File: src/rtl/rtc_pkg.sv
// Shared BCD types, field limits and helpers for the BCD time-of-day keeper.
package rtc_pkg;

  typedef logic [3:0] bcd_nibble_t;
  typedef logic [7:0] bcd_byte_t;

  localparam bcd_byte_t MAX_SEC_MIN = 8'h59;
  localparam bcd_byte_t MAX_HOUR    = 8'h23;

  // A packed-BCD byte is usable when both digits are decimal and it does not exceed the field limit.
  function automatic logic bcd_valid(input bcd_byte_t v, input bcd_byte_t maxVal);
    return (v[3:0] <= 4'd9) && (v[7:4] <= 4'd9) && (v <= maxVal);
  endfunction

  function automatic bcd_byte_t bcd_inc(input bcd_byte_t v);
    bcd_byte_t r;
    if (v[3:0] == 4'd9) r = {v[7:4] + 4'd1, 4'd0};
    else                r = {v[7:4], v[3:0] + 4'd1};
    return r;
  endfunction

endpackage

File: src/rtl/bcd_mod_counter.sv
// Two-digit packed-BCD counter that wraps to 00 after {MOD_TENS, MOD_UNITS}.
// Units always roll at 9 below the top value, so MOD 2/3 gives a 00..23 hour counter.
module bcd_mod_counter
  import rtc_pkg::*;
#(
  parameter bcd_nibble_t MOD_TENS  = 4'd5,
  parameter bcd_nibble_t MOD_UNITS = 4'd9,
  parameter bcd_byte_t   RST_VAL   = 8'h00
) (
  input  logic      inClk,
  input  logic      inRstN,
  input  logic      inc,
  input  logic      load,
  input  bcd_byte_t ldVal,
  output bcd_byte_t val,
  output logic      carry
);

  // Carry is combinational so the next field advances in the same cycle.
  assign carry = inc && (val == {MOD_TENS, MOD_UNITS});

  always_ff @(posedge inClk or negedge inRstN) begin
    if (!inRstN) begin
      val <= RST_VAL;
    end else if (load) begin
      val <= ldVal;
    end else if (inc) begin
      if (carry) val <= 8'h00;
      else       val <= bcd_inc(val);
    end
  end

endmodule

File: src/rtl/rtc_bcd_timekeeper.sv
// 24-hour packed-BCD time of day advanced by rising edges of an asynchronous 1 Hz input.
// Optional alarm comparator is built when RTC_ALARM_EN is defined.
module rtc_bcd_timekeeper
  import rtc_pkg::*;
#(
  parameter int        SYNC_STAGES = 2,
  parameter bcd_byte_t RESET_HOUR  = 8'h00,
  parameter bcd_byte_t RESET_MIN   = 8'h00
) (
  input  logic      inClk,
  input  logic      inRstN,
  input  logic      secClk,
  input  logic      holdEn,
  input  logic      loadEn,
  input  bcd_byte_t loadHour,
  input  bcd_byte_t loadMin,
  input  bcd_byte_t loadSec,
  output bcd_byte_t hourBcd,
  output bcd_byte_t minBcd,
  output bcd_byte_t secBcd,
  output logic      secTick,
  output logic      dayWrap,
  output logic      loadErr
`ifdef RTC_ALARM_EN
  ,
  input  bcd_byte_t alarmHour,
  input  bcd_byte_t alarmMin,
  input  logic      alarmArm,
  input  logic      alarmClr,
  output logic      alarmOut
`endif
);

  localparam logic [2:0] ARM_CYCLES = 3'(SYNC_STAGES + 1);

  logic [SYNC_STAGES-1:0] sync;
  logic                   syncPrev;
  logic [2:0]             armCnt;
  logic                   armed;
  logic                   tick;
  logic                   countEn;
  logic                   loadOk;
  logic                   doLoad;
  logic                   secCarry;
  logic                   minCarry;
  logic                   hourCarry;

  // Ticks stay blocked until the sync chain and edge register hold post-reset samples,
  // so a secClk already high at release is never mistaken for a rising edge.
  assign armed = (armCnt == ARM_CYCLES);

  always_ff @(posedge inClk or negedge inRstN) begin
    if (!inRstN) begin
      sync     <= '0;
      syncPrev <= 1'b0;
      armCnt   <= 3'd0;
    end else begin
      sync     <= {sync[SYNC_STAGES-2:0], secClk};
      syncPrev <= sync[SYNC_STAGES-1];
      if (!armed) armCnt <= armCnt + 3'd1;
    end
  end

  assign tick    = sync[SYNC_STAGES-1] & ~syncPrev & armed;
  // A load swallows any coincident tick; hold drops ticks without backlog.
  assign countEn = tick & ~loadEn & ~holdEn;
  assign loadOk  = bcd_valid(loadHour, MAX_HOUR) & bcd_valid(loadMin, MAX_SEC_MIN)
                 & bcd_valid(loadSec, MAX_SEC_MIN);
  assign doLoad  = loadEn & loadOk;

  bcd_mod_counter #(.MOD_TENS(4'd5), .MOD_UNITS(4'd9), .RST_VAL(8'h00)) uSec (
    .inClk(inClk), .inRstN(inRstN), .inc(countEn), .load(doLoad),
    .ldVal(loadSec), .val(secBcd), .carry(secCarry)
  );

  bcd_mod_counter #(.MOD_TENS(4'd5), .MOD_UNITS(4'd9), .RST_VAL(RESET_MIN)) uMin (
    .inClk(inClk), .inRstN(inRstN), .inc(secCarry), .load(doLoad),
    .ldVal(loadMin), .val(minBcd), .carry(minCarry)
  );

  bcd_mod_counter #(.MOD_TENS(4'd2), .MOD_UNITS(4'd3), .RST_VAL(RESET_HOUR)) uHour (
    .inClk(inClk), .inRstN(inRstN), .inc(minCarry), .load(doLoad),
    .ldVal(loadHour), .val(hourBcd), .carry(hourCarry)
  );

  always_ff @(posedge inClk or negedge inRstN) begin
    if (!inRstN) begin
      secTick <= 1'b0;
      dayWrap <= 1'b0;
      loadErr <= 1'b0;
    end else begin
      secTick <= countEn;
      dayWrap <= hourCarry;
      loadErr <= loadEn & ~loadOk;
    end
  end

`ifdef RTC_ALARM_EN
  bcd_byte_t nextMin;
  bcd_byte_t nextHour;
  logic      alarmHit;

  // Only a counted second rolling into :00 can match; loads never reach secCarry.
  always_comb begin
    nextMin  = minBcd;
    nextHour = hourBcd;
    if (minCarry)      nextMin = 8'h00;
    else if (secCarry) nextMin = bcd_inc(minBcd);
    if (hourCarry)     nextHour = 8'h00;
    else if (minCarry) nextHour = bcd_inc(hourBcd);
  end

  assign alarmHit = alarmArm & secCarry & (nextHour == alarmHour) & (nextMin == alarmMin);

  always_ff @(posedge inClk or negedge inRstN) begin
    if (!inRstN) begin
      alarmOut <= 1'b0;
    end else if (alarmClr || !alarmArm) begin
      alarmOut <= 1'b0;
    end else if (alarmHit) begin
      alarmOut <= 1'b1;
    end
  end
`endif

endmodule

File: config.mk
export PLATFORM = sky130hd
export DESIGN_NAME = rtc_bcd_timekeeper
export DESIGN_NICKNAME = d
export VERILOG_FILES = /design/src/rtl/rtc_pkg.sv /design/src/rtl/bcd_mod_counter.sv /design/src/rtl/rtc_bcd_timekeeper.sv
export SDC_FILE = /design/constraint.sdc
export NUM_CORES = 1
export LEC_CHECK = 0
export ABC_AREA = 1
export CAP_MARGIN = 20
export CORE_AREA = 10 10 77 79
export CTS_CLUSTER_SIZE = 16
export DETAILED_ROUTE_END_ITERATION = 6
export DIE_AREA = 0 0 87 89
export PLACE_DENSITY = 0.79
export SYNTH_ARGS = -nofsm -noshare
export SYNTH_HDL_FRONTEND = slang
export SYNTH_HIERARCHICAL = 1
export SYNTH_SLANG_ARGS = --single-unit
export TNS_END_PERCENT = 100
File: constraint.sdc
create_clock -name inClk -period 3.7 [get_ports inClk]
set_input_delay 0.37 -clock inClk [delete_from_list [all_inputs] [get_ports inClk]]
set_output_delay 0.37 -clock inClk [all_outputs]
set_load 0.01 [all_outputs]
==> summary.md <==
| Metric | Value |
|---|---|
| Max-slew headroom | 68.36% |
| Vias in the first global route | 1903 |
| P&R area growth vs syn | 33.31% |
| Simple-gate portion of the synthesized area | 30.04% |
| Critical Path End Type | flip-flop |
| Dpl ws | 568.4 ps |
| Yosys Warn Count | 6 |
| Post-CTS Hold Buffers | 0 |
| Layout cells sized above 1 | 12.38% |
| Num ports | 56 |
| Chip width | 87 um |
| Xor and xnor area share after synthesis | 3.337% |
| Register area share after synthesis | 39.33% |
| H-Tree Depth | 2 |
| CP arrival | 3420 ps |
| VDD IR max | 0.0001734 V |
| Multiplexer share of the synthesized area | 0.5364% |
| Post-CTS sizing | 0 |
| Pleak | 0.001349 uW |
| Fmax | 0.3134 GHz |
| Hpwl dp | 4203 um |
| Most frequent cells in the layout | 55 x nand2_1, 55 x clkdlybuf4s50_1, 33 x dfrtp_1 |
| Multi-input logic area | 1119 um^2 |
| Initial antenna violation count | 0 |
| Setup violators final | 0 |
| Post-DRT Antenna Nets | 0 |
| Buffers from clock root to sink, at most | 2 |
| Reg clk slew, reported paths | 80 ps |
| Residual DRC count | 0 |
| Synthesized area | 2100 um^2 |
| Cells after Synth | 260 |
| Global Route Usage Sum | 14.13% |
| Critical path startpoint category | flip-flop |
| Num CTS Buffers | 5 |
| Clock Sinks | 33 |
| Worst Path Max Fanout | 5 |
| Setup tns final | 0 ps |
| DR pass1 iterations | 4 |
| R2r setup slk | 510 ps |
| Compound-Gate Fraction of Synth Area | 10.91% |
| Setup bufs post-CTS | 0 |
| Tightest Pin Transition | 474.0 ps |
| Max Cap Violations | 0 |
| Crit Path Class | flip-flop to flip-flop |
| Crit share post-route | 86.24% |
| Hold/Removal Path Class | flip-flop to flip-flop |
| Fill cell count | 411 |
| Setup Skew | 7.780 ps |
| TritonCTS clock tree | built |
| Crit-path cells | ha_1 -> ha_1 -> nand3b_1 -> nor3_1 -> nand4_1 -> nor2_1 -> nand4_1 -> nor2_1 -> nand2_2 -> nor2_2 -> nand2_2 -> a21oi_2 -> nand2_1 -> nand2_1 |
| Total wire length | 5409 um |
| DR vias/cell | 5.178 |
| Adder-cell share of the synthesized area | 8.343% |
| Grt ovf | 0 |
| CP max stage delay | 380 ps |
| N_diodes | 0 |
| P per Cell Area | 314.2 nW/um^2 |
| Leading post-synthesis cells by cell area | dfrtp_1 39%, nand2_1 9.8%, ha_1 8.3% |
| Largest family of logic cells by synthesized area | simple AND/OR/NAND/NOR gates |
| Skew-Pair Late Insertion Delay | 290 ps |
| Via count | 1952 |
| Pin count of the biggest net entering global routing | 34 |
| Worst path slowest cell | dfrtp_1 |
| Post-synthesis register bit count | 33 |
| Share of the synthesized area in the top cell type | 39.33% |
| Initial Util | 46.29% |
| Die area | 7743 um^2 |
| Post-synth net total | 303 |
| GP Congestion | 0.8412 |
| Core area | 4536 um^2 |
| FP Rows | 25 |
| CP Buf/Inv Count | 0 |
| Clock root cell | clkbuf_8 |
| Final Max Slew Viols | 0 |
| Final #Nets | 365 |
| Port Buf Inserts | 55 |
| Hold_ws | 344.0 ps |
| CP required | 3930 ps |
| Setup WS post-layout | 509.2 ps |
| Mean post-synth cell area | 8.075 um^2 |
| Initial DRC Count | 127 |
| Netlist cell types | 26 |
| RSZ-0062 raised after global routing | false |
| Final Hold Fails | 0 |
| Status | finished, final reports clean |
| Die Y | 89 um |
| Drt wl/cell | 14.35 um |
| Largest area contributor in the netlist | dfrtp_1 |
| Register Area | 825.8 um^2 |
| Top delay family on crit path | simple AND/OR/NAND/NOR gates |
| First-pass GRT wire length | 8880 um |
| Shortest period the worst path allows | 3191 ps |
cells in the mapped netlist:
cell type  instances
o21ai_0            7
dfrtp_1           33
a22oi_1           10
xor2_1             6
mux2_2             1
xnor2_1            2
inv_2              4
nand3_4            2
nand2_2            8
ha_1              14
a21oi_1           17
nor3_1             1
a21oi_2            1
nor2_1            21
nand4_1            5
nand3b_1           5
buf_4              1
nand2_1           55
o21ai_1            5
nand3_2            1
inv_1             30
nor3_2             2
nor2_4             2
buf_6              2
nor2_2             7
nand3_1           18
through the flow:
stage	util, %	std cells	power, uW	instance area [um^2]
floorplan	-	260	503.4	2100
global placement	59.81	369	611.9	2713
detailed placement	59.81	369	618.2	2713
CTS	61.71	377	888.1	2799
global route	61.71	377	924.2	2799
finish	61.71	377	879.3	2799
sequential cells by signal (all words and copies together), names as in the netlist:
register and cells:
secTick 1, loadErr 1, uSec/val 8, dayWrap 1
sync 2, uHour/val 8, syncPrev 1, uMin/val 8
armCnt 3
layer usage:
| metal | part of all wire [%] | global-route usage, % | up-vias | routed length, um |
|---|---|---|---|---|
| li1 | - | - | 973 | - |
| met1 | 43 | 16.47 | 903 | 2336 |
| met2 | 48 | 23.58 | 69 | 2571 |
| met3 | 7.9 | 4.284 | 7 | 426 |
| met4 | 1.4 | 5.744 | 0 | 74 |
| met5 | 0 | 0 | - | 0 |
worst register-to-register path, cell delays in order (launching register included):
cell	delay, ps
dfrtp_1	380
ha_1	180
ha_1	250
nand3b_1	110
nor3_1	360
nand4_1	270
nor2_1	300
nand4_1	260
nor2_1	320
nand2_2	80
nor2_2	120
nand2_2	100
a21oi_2	230
nand2_1	90
nand2_1	80
cell type report:
class	count	area share (%)
well taps	54	2.414
flip-flops and latches	33	29.50
repair buffers	58	20.47
clock buffers	5	2.459
multi-input cells	190	39.96
clock inverters	3	0.6258
inverters	34	4.560
where the power goes:
| group | internal (uW) | switching [uW] |
|---|---|---|
| registers | 387 | 37.6 |
| logic | 104 | 81.4 |
| clock network | 130 | 140 |
| total | 620 | 259 |
final timing paths:
path | cells past startpoint | to | startpoint
worst max-delay path | 14 | uHour/val[5] | armCnt[0]
worst min register to register | 0 | sync[1] | sync[0]
worst max register to register | 14 | uHour/val[5] | armCnt[0]
worst min-delay path | 0 | sync[1] | sync[0]
max in group asynchronous | 2 | uMin/val[7] | inRstN
min in group asynchronous | 2 | sync[1] | inRstN
cell families (layout without fill, tap and decap cells):
group                    after synthesis  in the layout
AO/OA/AOI/OAI                         40             40
XOR/XNOR                               8              8
AND/OR/NAND/NOR                      127            127
adder cells (fa/ha/maj)               14             14
multiplexers                           1              1
flip-flops                            33             33
buffers and inverters                 37            100
(Power assumes the default switching activity.)
